File: src/rtl/player_motion.sv
// Frame-ticked player controller: walking with a step divider and clamped x, plus an optional jump.
// Define PLAYER_MOTION_JUMP_EN to compile in the JUMP_UP/FALL states and the height counter.

module player_motion #(
   parameter int X_MIN    = 0,
   parameter int X_MAX    = 1008,
   parameter int X_INIT   = 40,
   parameter int Y_GROUND = 700,
   parameter int STEP_DIV = 10,
   parameter int JUMP_H   = 64
) (
   input  logic        clk,
   input  logic        rst,
   input  logic        tick,
   input  logic [6:0]  key_code,
   output logic [11:0] xpos,
   output logic [11:0] ypos,
   output logic        facing,
   output logic        airborne
);

   localparam int                STEP_W    = (STEP_DIV > 1) ? $clog2(STEP_DIV) : 1;
   localparam logic [STEP_W-1:0] STEP_LAST = STEP_W'(STEP_DIV - 1);
   localparam logic [11:0]       XMIN_C    = 12'(X_MIN);
   localparam logic [11:0]       XMAX_C    = 12'(X_MAX);
   localparam logic [11:0]       XINIT_C   = 12'(X_INIT);
   localparam logic [11:0]       YGND_C    = 12'(Y_GROUND);

   generate
      if (STEP_DIV < 1 || JUMP_H > Y_GROUND) begin : gBadParam
         $error("player_motion: STEP_DIV must be >= 1 and JUMP_H <= Y_GROUND");
      end
   endgenerate

   logic keyRight, keyLeft, keyHoriz, heldLastTick;

   assign keyRight = (key_code == 7'h44) || (key_code == 7'h64);
   assign keyLeft  = (key_code == 7'h41) || (key_code == 7'h61);
   assign keyHoriz = keyRight || keyLeft;

   logic [STEP_W-1:0] stepCnt_q, stepCnt_d;
   logic [11:0]       xpos_q, xpos_d;
   logic              facing_q, facing_d;

   always_ff @(posedge clk) begin
      if (rst) begin
         stepCnt_q <= '0;
         xpos_q    <= XINIT_C;
         facing_q  <= 1'b1;
      end else begin
         stepCnt_q <= stepCnt_d;
         xpos_q    <= xpos_d;
         facing_q  <= facing_d;
      end
   end

   // facing_q doubles as the last decoded direction, so a reversal is held-last-tick with a different key.
   always_comb begin
      stepCnt_d = stepCnt_q;
      xpos_d    = xpos_q;
      facing_d  = facing_q;
      if (tick) begin
         if (!keyHoriz) begin
            stepCnt_d = '0;
         end else begin
            facing_d = keyRight;
            if (heldLastTick && (keyRight != facing_q)) begin
               stepCnt_d = '0;
            end else if (stepCnt_q == STEP_LAST) begin
               stepCnt_d = '0;
               if (keyRight && (xpos_q < XMAX_C)) begin
                  xpos_d = xpos_q + 12'd1;
               end else if (keyLeft && (xpos_q > XMIN_C)) begin
                  xpos_d = xpos_q - 12'd1;
               end
            end else begin
               stepCnt_d = stepCnt_q + 1'b1;
            end
         end
      end
   end

   assign xpos   = xpos_q;
   assign facing = facing_q;

`ifdef PLAYER_MOTION_JUMP_EN
   localparam logic [11:0] JUMP_H_C = 12'(JUMP_H);

   typedef enum logic [1:0] {
      IDLE    = 2'd0,
      WALK    = 2'd1,
      JUMP_UP = 2'd2,
      FALL    = 2'd3
   } state_e;

   state_e      state_q, state_d;
   logic        keyJump;
   logic [11:0] ypos_q, ypos_d;
   logic [11:0] heightCnt_q, heightCnt_d;
   logic        airborne_q, airborne_d;
   logic        heldPrev_q, heldPrev_d;

   assign keyJump = (key_code == 7'h57) || (key_code == 7'h77) || (key_code == 7'h20);

   always_ff @(posedge clk) begin
      if (rst) begin
         state_q <= IDLE;
      end else begin
         state_q <= state_d;
      end
   end

   always_comb begin
      state_d = state_q;
      if (tick) begin
         unique case (state_q)
            IDLE, WALK: begin
               if (keyJump) begin
                  state_d = (JUMP_H_C == 12'd1) ? FALL : JUMP_UP;
               end else if (keyHoriz) begin
                  state_d = WALK;
               end else begin
                  state_d = IDLE;
               end
            end
            JUMP_UP: if (heightCnt_q + 12'd1 == JUMP_H_C) state_d = FALL;
            FALL:    if (ypos_q + 12'd1 == YGND_C) state_d = IDLE;
            default: state_d = IDLE;
         endcase
      end
   end

   // The takeoff tick already rises one pixel, so the climb and the fall each take JUMP_H ticks.
   always_comb begin
      ypos_d      = ypos_q;
      heightCnt_d = heightCnt_q;
      heldPrev_d  = heldPrev_q;
      airborne_d  = (state_d == JUMP_UP) || (state_d == FALL);
      if (tick) begin
         heldPrev_d = keyHoriz;
         unique case (state_q)
            IDLE, WALK: begin
               if (keyJump) begin
                  ypos_d      = ypos_q - 12'd1;
                  heightCnt_d = 12'd1;
               end
            end
            JUMP_UP: begin
               ypos_d      = ypos_q - 12'd1;
               heightCnt_d = heightCnt_q + 12'd1;
            end
            FALL: begin
               ypos_d      = ypos_q + 12'd1;
               heightCnt_d = '0;
            end
            default: ;
         endcase
      end
   end

   always_ff @(posedge clk) begin
      if (rst) begin
         ypos_q      <= YGND_C;
         heightCnt_q <= '0;
         airborne_q  <= 1'b0;
         heldPrev_q  <= 1'b0;
      end else begin
         ypos_q      <= ypos_d;
         heightCnt_q <= heightCnt_d;
         airborne_q  <= airborne_d;
         heldPrev_q  <= heldPrev_d;
      end
   end

   assign heldLastTick = heldPrev_q;
   assign ypos         = ypos_q;
   assign airborne     = airborne_q;
`else
   typedef enum logic {
      IDLE = 1'b0,
      WALK = 1'b1
   } state_e;

   state_e state_q, state_d;

   always_ff @(posedge clk) begin
      if (rst) begin
         state_q <= IDLE;
      end else begin
         state_q <= state_d;
      end
   end

   always_comb begin
      state_d = state_q;
      if (tick) begin
         state_d = keyHoriz ? WALK : IDLE;
      end
   end

   always_comb begin
      heldLastTick = (state_q == WALK);
   end

   assign ypos     = YGND_C;
   assign airborne = 1'b0;
`endif

endmodule
File: config.mk
export PLATFORM = sky130hd
export DESIGN_NAME = player_motion
export DESIGN_NICKNAME = d
export VERILOG_FILES = /design/src/rtl/player_motion.sv
export SDC_FILE = /design/constraint.sdc
export NUM_CORES = 1
export LEC_CHECK = 0
export BUFFER_PORTS_ARGS = -buffer_cell sky130_fd_sc_hd__buf_2
export CAP_MARGIN = 20
export CORE_AREA = 2 2 74 76
export DETAILED_ROUTE_END_ITERATION = 10
export DIE_AREA = 0 0 76 78
export PLACE_DENSITY = 0.48
export SLEW_MARGIN = 5
export SYNTH_ARGS = -nofsm -noshare
export SYNTH_HDL_FRONTEND = slang
export SYNTH_SLANG_ARGS = --single-unit
File: constraint.sdc
create_clock -name clk -period 3.9 [get_ports clk]
set_clock_uncertainty 0.2 [all_clocks]
set_input_delay 0.585 -clock clk [delete_from_list [all_inputs] [get_ports clk]]
set_output_delay 0.585 -clock clk [all_outputs]
set_load 0.01 [all_outputs]
==> flow_summary.ini, run 1 <==
[outcome]
status = finished clean

[synthesis]
post-synth-top-count-cell = dfxtp_1
synth_area_leaders = dfxtp_1 25%, ha_1 10%, buf_4 6.8%
synth_edf_count = 0
post_synth.cell_area_avg_um2 = 8.74
synth_area_um2 = 1430
yosysTopAreaCell = dfxtp_1
ys.flop_type = dfxtp_1
ys_seq_area_frac = 0.251
synth_cells = 164
yosys_warnings = 0
synth_top_area_share = 0.251
ys_ff_latch = 18
yosysUniqueCellTypes = 49
synth_common_cells = 18 x dfxtp_1, 17 x nor2_1, 14 x a21oi_1
async_flop_share = 0

[clock_tree]
clock-sinks = 18
cts_tree = done
cts_setup_buffers = 0
postCtsHoldBufs = 0
insertion_delay_ns = 0.26
cts-resized-gates = 0
clockRootBuffer = clkbuf_8
cts.path.max_buffers = 2
cts-buffers-inserted = 3
htreeDepth = 1
clkTransAtPathRegs_ns = 0.08

[detailed_routing]
wl_per_cell_um = 12.2
viasPerCell = 4.69
drtPass1Iterations = 4
ant_nets = 0
vias = 1206
drc = 0
routed_wl_um = 3130
drtIter0Drc = 49

[finish]
final_core_util = 0.324
syn_to_final_growth_pct = 13.9
nets = 211
antenna_cells = 0
n_fill_cell = 543
seqCellArea_um2 = 360
final_cell_area_um2 = 1630
drive_above_1_share = 0.187
fin_cells = 257
multi_input_area_um2 = 976

[setup_path]
crit_required_ns = 3.89
start_kind = primary input
crit_type = primary input to register
crit_path_end_kind = register
worstPathMaxFanout = 9
worstPathArrival_ns = 3.28

[global_route]
grt_max_degree = 20
grt_pass1_wl_um = 5390
antenna_found_initial = 0
first_global_vias = 1089
overflow = 0
grt_usage = 0.111

[pwr]
p_leak_nw = 0.672
power_density_nw_per_um2 = 232
irDropWorstVdd_uv = 111

[timing]
tns_ns = 0
final.min_clock_period_ns = 3.29
finalMaxSlewViolations = 0
rsz0062_at_grt = false
fin_crit_sh = 0.842
fmax_ghz = 0.304
report.final.hold_viol_count = 0
hold_slack_ns = 0.263
setup_viol = 0

[floorplanning]
dieArea_um2 = 5930
row_count = 26
die_h_um = 78
core_um2 = 5040
start_util = 0.284
die-width_um = 76
io_pins = 36

[placement]
hpwlAfterDp_um = 2350
place.gp.congestion = 0.775
post_dp_cell_area_um2 = 1580
portBuffers = 21
dp_cells = 253

[worst_hold_path]
hp-class = register to register

[run]
maxCapViolCount = 0
layout make-up:
class / instances / area share
well taps: 70 / 0.0536
inverters: 5 / 0.0115
multi-input cells: 135 / 0.598
repair buffers: 25 / 0.0828
flip-flops and latches: 18 / 0.221
clock buffers: 4 / 0.0337
per-stage QoR:
step | total power [mW] | setup WS [ns]
CTS | 0.390 | 0.615
detailed placement | 0.224 | 0.380
global placement | 0.224 | 0.361
floorplan | 0.222 | 0.609
global route | 0.403 | 0.389
finish | 0.379 | 0.614
worst paths after layout:
kind / startpoint / endpoint / slack [ns] / depth (start not counted)
hold / removal: heldLastTick$_SDFFE_PP0P_ / heldLastTick$_SDFFE_PP0P_ / 0.26 / 2
setup / recovery: key_code[0] / xpos[11]$_SDFFE_PP0P_ / 0.61 / 10
setup reg to reg: xpos[10]$_SDFFE_PP0P_ / xpos[11]$_SDFFE_PP0P_ / 0.66 / 9
hold reg to reg: heldLastTick$_SDFFE_PP0P_ / heldLastTick$_SDFFE_PP0P_ / 0.26 / 2
metal layers:
| metal | share of wire | GRT usage | up-vias |
|---|---|---|---|
| li1 | - | - | 623 |
| met1 | 0.51 | 0.155 | 553 |
| met2 | 0.43 | 0.169 | 28 |
| met3 | 0.048 | 0.0163 | 2 |
| met4 | 0.011 | 0.0509 | 0 |
| met5 | 0 | 0 | - |
report_power, final:
part,leakage [nW],internal [mW],switching [mW]
clock,0.0288,0.0898,0.0697
combinational,0.498,0.0121,0.0230
sequential,0.145,0.184,0.000401
registers in the layout (all words and copies together) (netlist names):
| signal | count |
|---|---|
| xpos | 12 |
| stepCnt_q | 4 |
| heldLastTick | 1 |
| facing | 1 |
kinds of logic after synthesis:
logic type,share of synthesized area
flops,0.251
buf+inv,0.0969
mux,0.0567
simple gates,0.203
xor+xnor,0.0611
fa+ha+maj,0.119
compound gates,0.207
other cells,0.00524
placed cells by master (no fill, tap or decap), types with 2 or more instances in the layout:
| cell type | n |
|---|---|
| a211o_1 | 2 |
| a211oi_1 | 3 |
| a21o_1 | 3 |
| a21oi_1 | 14 |
| a31oi_1 | 2 |
| buf_2 | 21 |
| buf_4 | 4 |
| clkbuf_8 | 4 |
| conb_1 | 13 |
| dfxtp_1 | 18 |
| ha_1 | 12 |
| inv_1 | 5 |
| mux2i_1 | 7 |
| nand2_1 | 4 |
| nand2b_1 | 3 |
| nand3_1 | 4 |
| nand3b_1 | 2 |
| nor2_1 | 17 |
| nor2b_1 | 3 |
| nor3b_1 | 2 |
| nor4_1 | 3 |
| o21ai_0 | 5 |
| or4_1 | 3 |
| xnor2_1 | 7 |
| xor2_1 | 3 |
critical path, cell delays in order:
cell       delay, ns
buf_2           0.14
nor4b_1         0.36
o211ai_2        0.32
ha_1            0.36
a21oi_1         0.27
o2111ai_1       0.25
a221o_1         0.35
a21oi_1         0.17
mux2_2          0.34
a21oi_1         0.13
(Power assumes the default switching activity.)
==> run 2: changes to the inputs <==
--- a/config.mk
+++ b/config.mk
@@ -10,7 +10,7 @@
 export CORE_AREA = 2 2 74 76
 export DETAILED_ROUTE_END_ITERATION = 10
 export DIE_AREA = 0 0 76 78
-export PLACE_DENSITY = 0.48
+export PLACE_DENSITY = 0.49
 export SLEW_MARGIN = 5
 export SYNTH_ARGS = -nofsm -noshare
 export SYNTH_HDL_FRONTEND = slang
==> constraint.sdc (replaced) <==
create_clock -name clk -period 3 [get_ports clk]
set_clock_uncertainty 0.2 [all_clocks]
set_input_delay 0.45 -clock clk [delete_from_list [all_inputs] [get_ports clk]]
set_output_delay 0.45 -clock clk [all_outputs]
set_load 0.01 [all_outputs]
==> run 2 against run 1 <==
Against the previous run:
- sequential share of layout area decreased by 3.5 points
- die area unchanged
- combinational power increased by 57%
- sequential power increased by 30%
- via count increased by 10%
- global-route usage increased by 0.72 points
- final cell count increased by 12%
- non-clock buffer count increased by 31
- cell area increased by 19%
- hold slack got worse by 0.00074 ns
- total power increased by 32%
- largest cell class unchanged
==> flow_summary.ini, run 2 (synthesized netlist as in run 1, its figures left out) <==
[outcome]
status = finished clean

[floorplanning]
start_util = 0.284
row_count = 26
die-width_um = 76
dieArea_um2 = 5930
die_h_um = 78
core_um2 = 5040
io_pins = 36

[detailed_routing]
drc = 0
ant_nets = 0
drtPass1Iterations = 4
vias = 1326
viasPerCell = 4.59
drtIter0Drc = 49
routed_wl_um = 3430
wl_per_cell_um = 11.9

[worst_hold_path]
hp-class = register to register
worst_hold_path.num_cells = 2

[pwr]
irDropWorstVdd_uv = 209
power_density_nw_per_um2 = 256
power_mw = 0.498
p_leak_nw = 0.848

[timing]
fmax_ghz = 0.344
fin_crit_sh = 0.968
report.final.hold_viol_count = 0
hold_slack_ns = 0.262
setup_ws_ns = 0.0963
tns_ns = 0
rsz0062_at_grt = false
final.min_clock_period_ns = 2.90
setup_viol = 0
finalMaxSlewViolations = 0

[global_route]
grt_max_degree = 20
overflow = 0
antenna_found_initial = 0
grt_usage = 0.118
first_global_vias = 1270
grt_pass1_wl_um = 5680

[finish]
final_cell_area_um2 = 1940
antenna_cells = 0
mostFrequentLayoutCells = 35 x buf_4, 21 x buf_2, 18 x dfxtp_1
seqCellArea_um2 = 360
drive_above_1_share = 0.329
nets = 243
largest_register_ffs = 12
final_common_cell = buf_4
multi_input_area_um2 = 1050
n_fill_cell = 530
syn_to_final_growth_pct = 35.6

[setup_path]
worst_path_max_delay_cell = mux2_2
worstPathArrival_ns = 2.89
crit_required_ns = 2.99
crit_type = primary input to register
worstPathMaxFanout = 5
cp_slowest_stage_delay_ns = 0.35
timing.critical_path.buf_inv = 3
r2r_cells = 10
worstSetupPathDepth = 12
cp_cell_sequence = buf_2 > nor4b_4 > buf_4 > o211ai_4 > buf_4 > ha_4 > o21a_1 > and4_1 > a221o_1 > a21oi_1 > mux2_2 > a21oi_1
crit_path_end_kind = register
start_kind = primary input
cpLargestDelayFamily = compound AO/OA/AOI/OAI gates

[clock_tree]
cts_tree = done
clkTransAtPathRegs_ns = 0.07
cts-buffers-inserted = 3
htreeDepth = 1
clockRootBuffer = clkbuf_8
cts.path.max_buffers = 2
insertion_delay_ns = 0.26
clock-sinks = 18

[placement]
place.gp.congestion = 0.776
portBuffers = 21
post_dp_cell_area_um2 = 1830
pre_cts_slack_ns = -0.237
hpwlAfterDp_um = 2630

[run]
maxCapViolCount = 0
[run 2: cell types whose count changed in the layout (fill, tap and decap cells not counted)]
cell,delta
buf_4,+31
ha_1,-2
ha_4,+2
o211ai_4,+2
a211oi_1,-1
a211oi_2,+1
a21oi_1,-1
a21oi_2,+1
nor4b_1,-1
nor4b_4,+1
o211ai_2,-1
[run 2: area by class of cell]
class                      instances  area share
multi-input combinational        136       0.542
timing repair buffer              56       0.189
sequential                        18       0.185
tap                               70      0.0450
clock buffer                       4      0.0283
inverter                           5     0.00965
[run 2: where the power goes]
part | switching (mW) | internal, mW | total, mW
clock | 0.0868 | 0.117 | 0.204
sequential | 0.000470 | 0.239 | 0.240
combinational | 0.0328 | 0.0223 | 0.0551
[run 2: repair_timing]
item,CTS,global route
gates resized for setup,0,3
setup endpoints to repair,0,3
hold buffers,0,0
endpoints found under the hold margin,0,0
buffers inserted,0,3
[run 2: worst paths after layout]
path / start / to / slack (ns)
setup / recovery: key_code[1] / xpos[11]$_SDFFE_PP0P_ / 0.1
hold / removal: heldLastTick$_SDFFE_PP0P_ / heldLastTick$_SDFFE_PP0P_ / 0.26
setup reg to reg: xpos[7]$_SDFFE_PP0P_ / xpos[11]$_SDFFE_PP0P_ / 0.11
hold reg to reg: heldLastTick$_SDFFE_PP0P_ / heldLastTick$_SDFFE_PP0P_ / 0.26
[run 2: stage by stage]
stage	std cells	util
after floorplan	175	-
after global placement	281	0.363
after global routing	289	0.386
final	289	0.386
after CTS	285	0.374
after detailed placement	281	0.363
[run 2: tightest hold or removal path, stage by stage (launching register included)]
cell     delay (ns)
dfxtp_1        0.32
nand2_1        0.05
a21oi_1        0.05
[run 2: layer usage]
metal | GRT usage | up-vias | wire, µm
met3 | 0.0140 | 4 | 88
met2 | 0.196 | 23 | 1600
met5 | 0 | - | 0
met4 | 0.0600 | 0 | 61
met1 | 0.152 | 607 | 1680
li1 | - | 692 | -
==> run 3: changes to the inputs <==
--- a/config.mk
+++ b/config.mk
@@ -5,11 +5,12 @@
 export SDC_FILE = /design/constraint.sdc
 export NUM_CORES = 1
 export LEC_CHECK = 0
+export ABC_AREA = 1
 export BUFFER_PORTS_ARGS = -buffer_cell sky130_fd_sc_hd__buf_2
 export CAP_MARGIN = 20
-export CORE_AREA = 2 2 74 76
+export CORE_AREA = 2 2 78 80
 export DETAILED_ROUTE_END_ITERATION = 10
-export DIE_AREA = 0 0 76 78
+export DIE_AREA = 0 0 80 82
 export PLACE_DENSITY = 0.49
 export SLEW_MARGIN = 5
 export SYNTH_ARGS = -nofsm -noshare
==> run 3 against run 2 <==
Against the previous run:
- combinational power down 17%
- final cell count up 21%
- synthesized cell count up 54%
- sequential share of layout area up 1.5 points
- count of clock-buffer cells in the layout unchanged
- clock power about the same
- worst setup slack better by 0.35 ns
- total power down 2.1%
- critical path depth up 3
- flip-flop and latch count unchanged
- sequential power about the same
- register-to-register slack better by 0.44 ns
- largest cell class unchanged
==> flow_summary.ini, run 3 <==
[outcome]
status = finished clean

[finish]
antenna_cells = 0
final_common_cell = nand2_1
nets = 298
final_cell_area_um2 = 1800
drive_above_1_share = 0.168
largest_register_ffs = 12
mostFrequentLayoutCells = 63 x nand2_1, 43 x nor2_1, 24 x inv_1
syn_to_final_growth_pct = 11.7

[floorplanning]
core_um2 = 5750
dieArea_um2 = 6560
die_h_um = 82
io_pins = 36
start_util = 0.280
row_count = 28
die-width_um = 80

[placement]
hpwlAfterDp_um = 2940
post_dp_cell_area_um2 = 1750
place.gp.congestion = 0.820
portBuffers = 21

[clock_tree]
htreeDepth = 1
insertion_delay_ns = 0.25
cts_tree = done
clkTransAtPathRegs_ns = 0.07
cts-buffers-inserted = 3
clockRootBuffer = clkbuf_8
postCtsHoldBufs = 0
clock-sinks = 18
cts.path.max_buffers = 2
cts_setup_buffers = 0
cts-resized-gates = 0

[setup_path]
r2r-end = xpos[11]$_SDFFE_PP0P_
worst_path_max_delay_cell = ha_1
timing.critical_path.buf_inv = 2
crit_type = primary input to register
crit_path_end_kind = register
r2r_cells = 12
worstReg2RegStart = xpos[10]$_SDFFE_PP0P_
cpLargestDelayFamily = simple AND/OR/NAND/NOR gates
start_kind = primary input
crit_required_ns = 2.99
cp_cell_sequence = buf_2 > nor2_2 > nand2_2 > nor2_4 > nand3_2 > buf_4 > ha_1 > nand2_1 > nor2_1 > nand2_1 > nor2_1 > o21ai_0 > nand2_1 > nand2_1 > a21oi_1
rrSetupSlack_ns = 0.55
cp_common_cell = nand2_1
worstPathArrival_ns = 2.54
worstPathMaxFanout = 9
cp_slowest_stage_delay_ns = 0.35

[timing]
rsz0062_at_grt = false
tns_ns = 0
fin_crit_sh = 0.850
setup_viol = 0
finalMaxSlewViolations = 0
final.min_clock_period_ns = 2.55
report.final.hold_viol_count = 0
hold_slack_ns = 0.244
fmax_ghz = 0.392

[global_route]
antenna_found_initial = 0
grt_pass1_wl_um = 6090
grt_usage = 0.115
first_global_vias = 1337
grt_max_degree = 16
overflow = 0

[pwr]
p_leak_nw = 0.916
power_density_nw_per_um2 = 271
irDropWorstVdd_uv = 209
power_mw = 0.488

[synthesis]
synth_compound_area_frac = 0.101
synth_edf_count = 0
post_synth.cell_area_avg_um2 = 6.40
synth-simple-area-share = 0.383
async_flop_share = 0
synth_xor_xnor_area_share = 0.0489
yosysTopAreaCell = dfxtp_1
yosys_warnings = 0
post-synth-top-count-cell = nand2_1
synth_cells = 252
ys_seq_area_frac = 0.224
ys.flop_type = dfxtp_1
ys_ff_latch = 18
yosysUniqueCellTypes = 31
synthAdderAreaFrac = 0.106
synth_area_leaders = dfxtp_1 22%, nand2_1 15%, nor2_1 10%
synth_common_cells = 63 x nand2_1, 43 x nor2_1, 24 x inv_1
synthMuxAreaShare = 0
synth_top_area_share = 0.224
synth_top_family_by_area = simple AND/OR/NAND/NOR gates
synth_area_um2 = 1610

[detailed_routing]
wl_per_cell_um = 10.3
viasPerCell = 4.21
drc = 0
drtIter0Drc = 57
ant_nets = 0
drtPass1Iterations = 4
routed_wl_um = 3610
vias = 1468

[worst_hold_path]
min-delay-start = rst
worst_hold_path.num_cells = 2
hp-class = primary input to register
min_to = xpos[11]$_SDFFE_PP0P_

[run]
maxCapViolCount = 0
run 3: through the flow:
stage	setup WS (ns)	utilization	cells
2_1_floorplan	0.524	-	263
4_1_cts	0.411	0.313	349
5_1_grt	0.172	0.313	349
3_3_place_gp	0.146	0.304	345
3_5_place_dp	0.160	0.304	345
6_report	0.449	0.313	349
run 3: final cells by class:
type,instances,area (µm²)
clock buffer,4,55.1
fill,672,3950
inverter,27,101
multi-input combinational,203,1080
sequential,18,360
tap,75,93.8
timing repair buffer,22,113
run 3: where the power goes:
group          switching (mW)  internal, mW  leakage [nW]
clock                  0.0858         0.117        0.0288
sequential           0.000433         0.239         0.145
combinational          0.0318        0.0140         0.742
total                   0.118         0.370         0.916
run 3: worst max path at each step:
stage / from / endpoint / slack, ns / depth (start not counted)
5_1_grt: key_code[1] / xpos[7]$_SDFFE_PP0P_ / 0.17 / 14
6_report: key_code[1] / xpos[11]$_SDFFE_PP0P_ / 0.45 / 15
2_1_floorplan: key_code[6] / xpos[7]$_SDFFE_PP0P_ / 0.52 / 14
3_5_place_dp: key_code[1] / xpos[5]$_SDFFE_PP1P_ / 0.16 / 12
4_1_cts: key_code[1] / xpos[11]$_SDFFE_PP0P_ / 0.41 / 15
3_3_place_gp: key_code[1] / xpos[11]$_SDFFE_PP0P_ / 0.15 / 16
run 3: logic make-up after synthesis:
kind of cell	Yosys count
simple gates	140
buf+inv	42
compound gates	28
flops	18
fa+ha+maj	13
xor+xnor	9
other cells	2
run 3: per-layer routing:
metal,track usage,wire length [µm],up-vias
met5,0,0,-
met4,0.0203,17,0
met3,0.0154,100,2
met2,0.203,1680,20
met1,0.153,1810,630
li1,-,-,816
